$ cat src/rtl/zbt_sram_arbiter.sv
// Multi-client controller for one pipelined ZBT SRAM bank: round-robin or fixed-priority
// arbitration, one access per cycle, in-order read responses at a fixed latency.
module zbt_sram_arbiter #(
    parameter int NUM_CH   = 2,
    parameter int ADDR_W   = 18,
    parameter int DATA_W   = 32,
    parameter int READ_LAT = 2,
    parameter int ARB_MODE = 0
) (
    input  logic                       CLK,
    input  logic                       RST,
    input  logic [NUM_CH-1:0]          req_valid,
    output logic [NUM_CH-1:0]          req_ready,
    input  logic [NUM_CH-1:0]          req_write,
    input  logic [NUM_CH*ADDR_W-1:0]   req_addr,
    input  logic [NUM_CH*DATA_W-1:0]   req_wdata,
    input  logic [NUM_CH*DATA_W/8-1:0] req_be,
    output logic [NUM_CH-1:0]          resp_valid,
    output logic [DATA_W-1:0]          resp_data,
    output logic [ADDR_W-1:0]          sram_address_out,
    output logic [DATA_W-1:0]          sram_data_O,
    input  logic [DATA_W-1:0]          sram_data_I,
    output logic                       sram_data_T,
    output logic [DATA_W/8-1:0]        sram_we_bytes_out,
    output logic                       sram_we_out,
    output logic                       sram_ce_out,
    output logic                       sram_oe_out,
    output logic                       sram_cen_out,
    output logic                       sram_adv_ld_out,
    output logic                       busy
);

    localparam int BE_W = DATA_W / 8;
    localparam int CH_W = (NUM_CH > 1) ? $clog2(NUM_CH) : 1;

    logic [CH_W-1:0]   rr_ptr;
    logic [CH_W-1:0]   gnt_ch;
    logic [CH_W-1:0]   cand;
    logic              gnt_any;
    logic              xfer;
    logic [ADDR_W-1:0] sel_addr;
    logic [DATA_W-1:0] sel_wdata;
    logic [BE_W-1:0]   sel_be;
    logic              sel_write;
    logic              wr_next;

    logic              pipe_vld   [READ_LAT+1];
    logic              pipe_wr    [READ_LAT+1];
    logic [CH_W-1:0]   pipe_ch    [READ_LAT+1];
    logic [DATA_W-1:0] pipe_wdata [READ_LAT+1];

    function automatic logic [CH_W-1:0] rr_index(input logic [CH_W-1:0] base, input int unsigned off);
        int unsigned s;
        s = (32'(base) + off) % NUM_CH;
        return CH_W'(s);
    endfunction

    always_comb begin
        gnt_any = 1'b0;
        gnt_ch  = '0;
        cand    = '0;
        for (int unsigned i = 0; i < NUM_CH; i++) begin
            cand = (ARB_MODE == 0) ? rr_index(rr_ptr, i + 1) : CH_W'(i);
            if (!gnt_any && req_valid[cand]) begin
                gnt_any = 1'b1;
                gnt_ch  = cand;
            end
        end
    end

    // sram_cen_out doubles as the "out of reset for one edge" flag that gates grants
    assign xfer = gnt_any & ~sram_cen_out;

    always_comb begin
        req_ready = '0;
        if (xfer)
            req_ready[gnt_ch] = 1'b1;
    end

    assign sel_addr  = req_addr[32'(gnt_ch) * ADDR_W +: ADDR_W];
    assign sel_wdata = req_wdata[32'(gnt_ch) * DATA_W +: DATA_W];
    assign sel_be    = req_be[32'(gnt_ch) * BE_W +: BE_W];
    assign sel_write = req_write[gnt_ch];

    always_ff @(posedge CLK or posedge RST) begin
        if (RST)
            rr_ptr <= CH_W'(NUM_CH - 1);
        else if (xfer)
            rr_ptr <= gnt_ch;
    end

    always_ff @(posedge CLK or posedge RST) begin
        if (RST) begin
            for (int unsigned i = 0; i <= READ_LAT; i++) begin
                pipe_vld[i]   <= 1'b0;
                pipe_wr[i]    <= 1'b0;
                pipe_ch[i]    <= '0;
                pipe_wdata[i] <= '0;
            end
        end else begin
            pipe_vld[0]   <= xfer;
            pipe_wr[0]    <= sel_write;
            pipe_ch[0]    <= gnt_ch;
            pipe_wdata[0] <= sel_wdata;
            for (int unsigned i = 1; i <= READ_LAT; i++) begin
                pipe_vld[i]   <= pipe_vld[i-1];
                pipe_wr[i]    <= pipe_wr[i-1];
                pipe_ch[i]    <= pipe_ch[i-1];
                pipe_wdata[i] <= pipe_wdata[i-1];
            end
        end
    end

    // Stage READ_LAT-1 becomes the data cycle on the next edge, so the bus pins are loaded from it.
    assign wr_next = pipe_vld[READ_LAT-1] & pipe_wr[READ_LAT-1];

    always_ff @(posedge CLK or posedge RST) begin
        if (RST) begin
            sram_address_out  <= '0;
            sram_we_bytes_out <= '1;
            sram_we_out       <= 1'b1;
            sram_ce_out       <= 1'b1;
            sram_cen_out      <= 1'b1;
            sram_data_O       <= '0;
            sram_data_T       <= 1'b1;
            sram_oe_out       <= 1'b1;
        end else begin
            sram_cen_out      <= 1'b0;
            sram_ce_out       <= ~xfer;
            sram_we_out       <= ~(xfer & sel_write);
            sram_we_bytes_out <= (xfer && sel_write) ? ~sel_be : '1;
            if (xfer)
                sram_address_out <= sel_addr;
            sram_data_T <= ~wr_next;
            sram_oe_out <= wr_next;
            if (wr_next)
                sram_data_O <= pipe_wdata[READ_LAT-1];
        end
    end

    always_ff @(posedge CLK or posedge RST) begin
        if (RST) begin
            resp_valid <= '0;
            resp_data  <= '0;
        end else begin
            resp_valid <= '0;
            if (pipe_vld[READ_LAT] && !pipe_wr[READ_LAT]) begin
                resp_valid[pipe_ch[READ_LAT]] <= 1'b1;
                resp_data                     <= sram_data_I;
            end
        end
    end

    always_comb begin
        busy = 1'b0;
        for (int unsigned i = 0; i <= READ_LAT; i++)
            busy = busy | pipe_vld[i];
    end

    assign sram_adv_ld_out = 1'b0;

endmodule

$ cat config.mk
export PLATFORM = sky130hd
export DESIGN_NAME = zbt_sram_arbiter
export DESIGN_NICKNAME = d
export VERILOG_FILES = /design/src/rtl/zbt_sram_arbiter.sv
export SDC_FILE = /design/constraint.sdc
export NUM_CORES = 1
export LEC_CHECK = 0
export CORE_MARGIN = 2
export CORE_UTILIZATION = 40
export DETAILED_ROUTE_END_ITERATION = 8
export HOLD_SLACK_MARGIN = 0.02
export PLACE_DENSITY_LB_ADDON = 0.15
export SLEW_MARGIN = 40
export SYNTH_ARGS = -nofsm -noshare
export SYNTH_HDL_FRONTEND = slang
export SYNTH_SLANG_ARGS = --single-unit
$ cat constraint.sdc
create_clock -name CLK -period 20.2 [get_ports CLK]
set_input_delay 6.06 -clock CLK [delete_from_list [all_inputs] [get_ports CLK]]
set_output_delay 6.06 -clock CLK [all_outputs]
set_load 0.01 [all_outputs]
==> results.md <==
* Status: completed
* Top cells by area, synth: dfrtp_1 (67%), mux2_2 (19%), dfstp_2 (4.5%)
* GPL Wtd Cong at 0.8062
* Ant diodes at 0
* Die H at 124.9 um
* Clock Path Buffers at 2
* Sequential element share of the synthesized area at 71.64%
* Internal at 0.0007181 W
* Commonest non-fill, non-tap cells in the layout: clkdlybuf4s50_1 (241), dfrtp_1 (157), mux2_2 (101)
* Dpl hpwl at 8913 um
* Combinational Power Share at 21.4%
* Worst R2R Setup Slack at 18440 ps
* TritonCTS Buffers at 17
* Inst Count DP at 758
* Clock power share at 34.5%
* Post-CTS Resized at 0
* Reg2reg end: sram_we_bytes_out[2]$_DFF_PP1_
* First-pass GRT wire length at 20620 um
* Yosys reg bits at 167
* Core area at 0.01442 sq mm
* Clock Skews at 11.74 ps
* Maximum vdd drop at 0.00006036 V
* Setup TNS at 0 ps
* Worst Reg2Reg Path Length in Cells at 4
* Post-CTS Setup Bufs at 0
* Full die area at 0.01561 sq mm
* Die Wd at 124.9 um
* RSZ-0062 raised after global routing: false
* Switch share at 23.02%
* Worst-path clk slew at 60 ps
* Hold wc startpoint: pipe_ch[2]$_DFF_PP0_
* CTS H-tree lvls at 4
* Gr ovfl total at 0
* Hold crit path type: reg2reg
* Synth Warn # at 0
* Design Power at 0.0009327 W
* Share of the synthesized area in the top cell type at 67.15%
* # setup viols final at 0
* DRT Wirelength at 12660 um
* Netlist cell types at 22
* DR iter-0 viols at 119
* CP Launch Point: req_valid[1]
* Critical path launch point type: primary input
* # Max-Cap Violations at 0
* Layout Nets at 739
* Mapped Cells at 345
* Number of I/O pins at 243
* Area grow syn2layout at 54.83%
* Worst EP arrival at 8290 ps
* Root Buffer Master: clkbuf_16
* DR vias/cell at 4.723
* Worst r2r src: rr_ptr$_DFFE_PP1P_
* Lkg Pwr at 3.808 nW
* Hold-fix buffers, CTS at 0
* Residual DRC at 0
* Pin count of the biggest net entering global routing at 99
* Initial antenna violation count at 0
* Top cell type by total area after synthesis: dfrtp_1
* WHS Endpoint: pipe_ch[1]$_DFF_PP0_
* Vias in the first global route at 4109
* Sw power at 0.0002147 W
* Gr usage total at 16.82%
* Post-Syn Area at 0.005851 sq mm
* CP Max Fanout at 19
* CP endpoint kind: output pin
* Rows at 44
* Fmax at 0.06971 GHz
* Part of the cycle the worst path needs at 71.02%
* Slew headroom at 48.13%
* DR pass1 iterations at 4
* Worst-Skew Late Latency at 410 ps
* Buffers on Ports at 241
* Seq pwr share at 44.2%
* Filler cells at 1095
* Commonest non-fill, non-tap cell in the layout: clkdlybuf4s50_1
* Wirelength per Cell at 16.03 um
* Avg Inst Size Synth at 16.96 sq um
* Hold path cells at 0
* Worst slew pin tran at 777.3 ps
* CTS sink cnt at 167
* Routed Antenna Nets at 0
* Via count at 3731
* Layout cells sized above 1 at 24.59%
* Final Hold Vio Count at 0
* Starting Density at 40.56%
* Fin cells at 790
* CP Data Required Time at 14140 ps
* Final Max Slew Viols at 0
* Worst Setup Path Type: in2out
* Tmin final at 14350 ps
* CTS tree: yes
* Cell area power density at 103.0 mW/mm^2
[final cells by class]
class | count | area, sq um | share of cell area (%)
Multi-Input combinational cell | 157 | 1559 | 17.21
Timing Repair Buffer | 245 | 2446 | 27.00
Sequential cell | 167 | 4192 | 46.27
Clock buffer | 25 | 515.5 | 5.691
Tap cell | 184 | 230.2 | 2.541
Clock inverter | 7 | 90.09 | 0.9945
Inverter | 5 | 26.28 | 0.2901
[metal layers]
metal | wire length [um] | up-vias | GRT usage, %
li1 | - | 1703 | -
met1 | 5174 | 1843 | 20.54
met2 | 6322 | 167 | 27.93
met3 | 965 | 18 | 5.734
met4 | 197 | 0 | 6.275
met5 | 0 | - | 0
[sequential cells by signal (all words and copies together), names as in the netlist]
signal and cells:
sram_we_out 1, sram_ce_out 1, sram_address_out 18, pipe_wr 3, sram_oe_out 1, pipe_wdata 64, sram_data_O 32, pipe_ch 3
rr_ptr 1, pipe_vld 3, sram_cen_out 1, sram_data_T 1, sram_we_bytes_out 4, resp_data 32, resp_valid 2
[per-stage QoR]
step / hold slack [ps] / instance area, sq um / setup WS, ps / util, %
2_1_floorplan: 331.2 / 5854 / 7438 / -
3_3_place_gp: 331.2 / 8442 / 5878 / 58.53
3_5_place_dp: 334.7 / 8447 / 5858 / 58.56
4_1_cts: 348.6 / 9052 / 5854 / 62.76
5_1_grt: 354.8 / 9059 / 5705 / 62.80
6_report: 340.5 / 9059 / 5854 / 62.80
[worst max-delay path: stages]
cell and delay, ps:
clkdlybuf4s50_1 530, a21boi_4 390, and2_1 630, clkdlybuf4s50_1 660
[how the worst max path moves through the flow]
stage | slack (ps) | to | depth (start not counted)
global placement | 5880 | req_ready[1] | 4
detailed placement | 5860 | req_ready[1] | 4
global route | 5710 | req_ready[1] | 4
floorplan | 7440 | req_ready[0] | 3
CTS | 5850 | req_ready[1] | 4
finish | 5850 | req_ready[1] | 4
[cells by family after synthesis]
kind of cell	Yosys count	share of synthesized area, %
AO/OA/AOI/OAI	23	3.764
buffers and inverters	22	2.032
AND/OR/NAND/NOR	31	3.058
other	1	0.06410
flip-flops	167	71.64
multiplexers	101	19.44
[Yosys cell counts]
cell      instances
o21bai_1          1
inv_1             5
nor2_2            1
a31oi_1           1
mux2_2          101
buf_2             8
nand2_1           2
nor2_1            2
dfstp_2          10
dfrtp_1         157
or3_1             1
a32o_1            1
a21oi_1           1
clkbuf_1          3
nand2b_1          2
conb_1            1
a221o_1          18
buf_6             1
buf_4             5
a21boi_2          1
and2_1           19
nand3_1           4
[power groups by stage]
stage / Combinational [W] / Clock (W) / Sequential [W]
after floorplan: 0.0000617 / 0 / 0.000432
after global placement: 0.000200 / 0 / 0.000414
after detailed placement: 0.000203 / 0 / 0.000417
after CTS: 0.000203 / 0.000329 / 0.000413
after global routing: 0.000212 / 0.000345 / 0.000418
final: 0.000200 / 0.000321 / 0.000412
No activity file was read; power rests on OpenSTA's default activity.
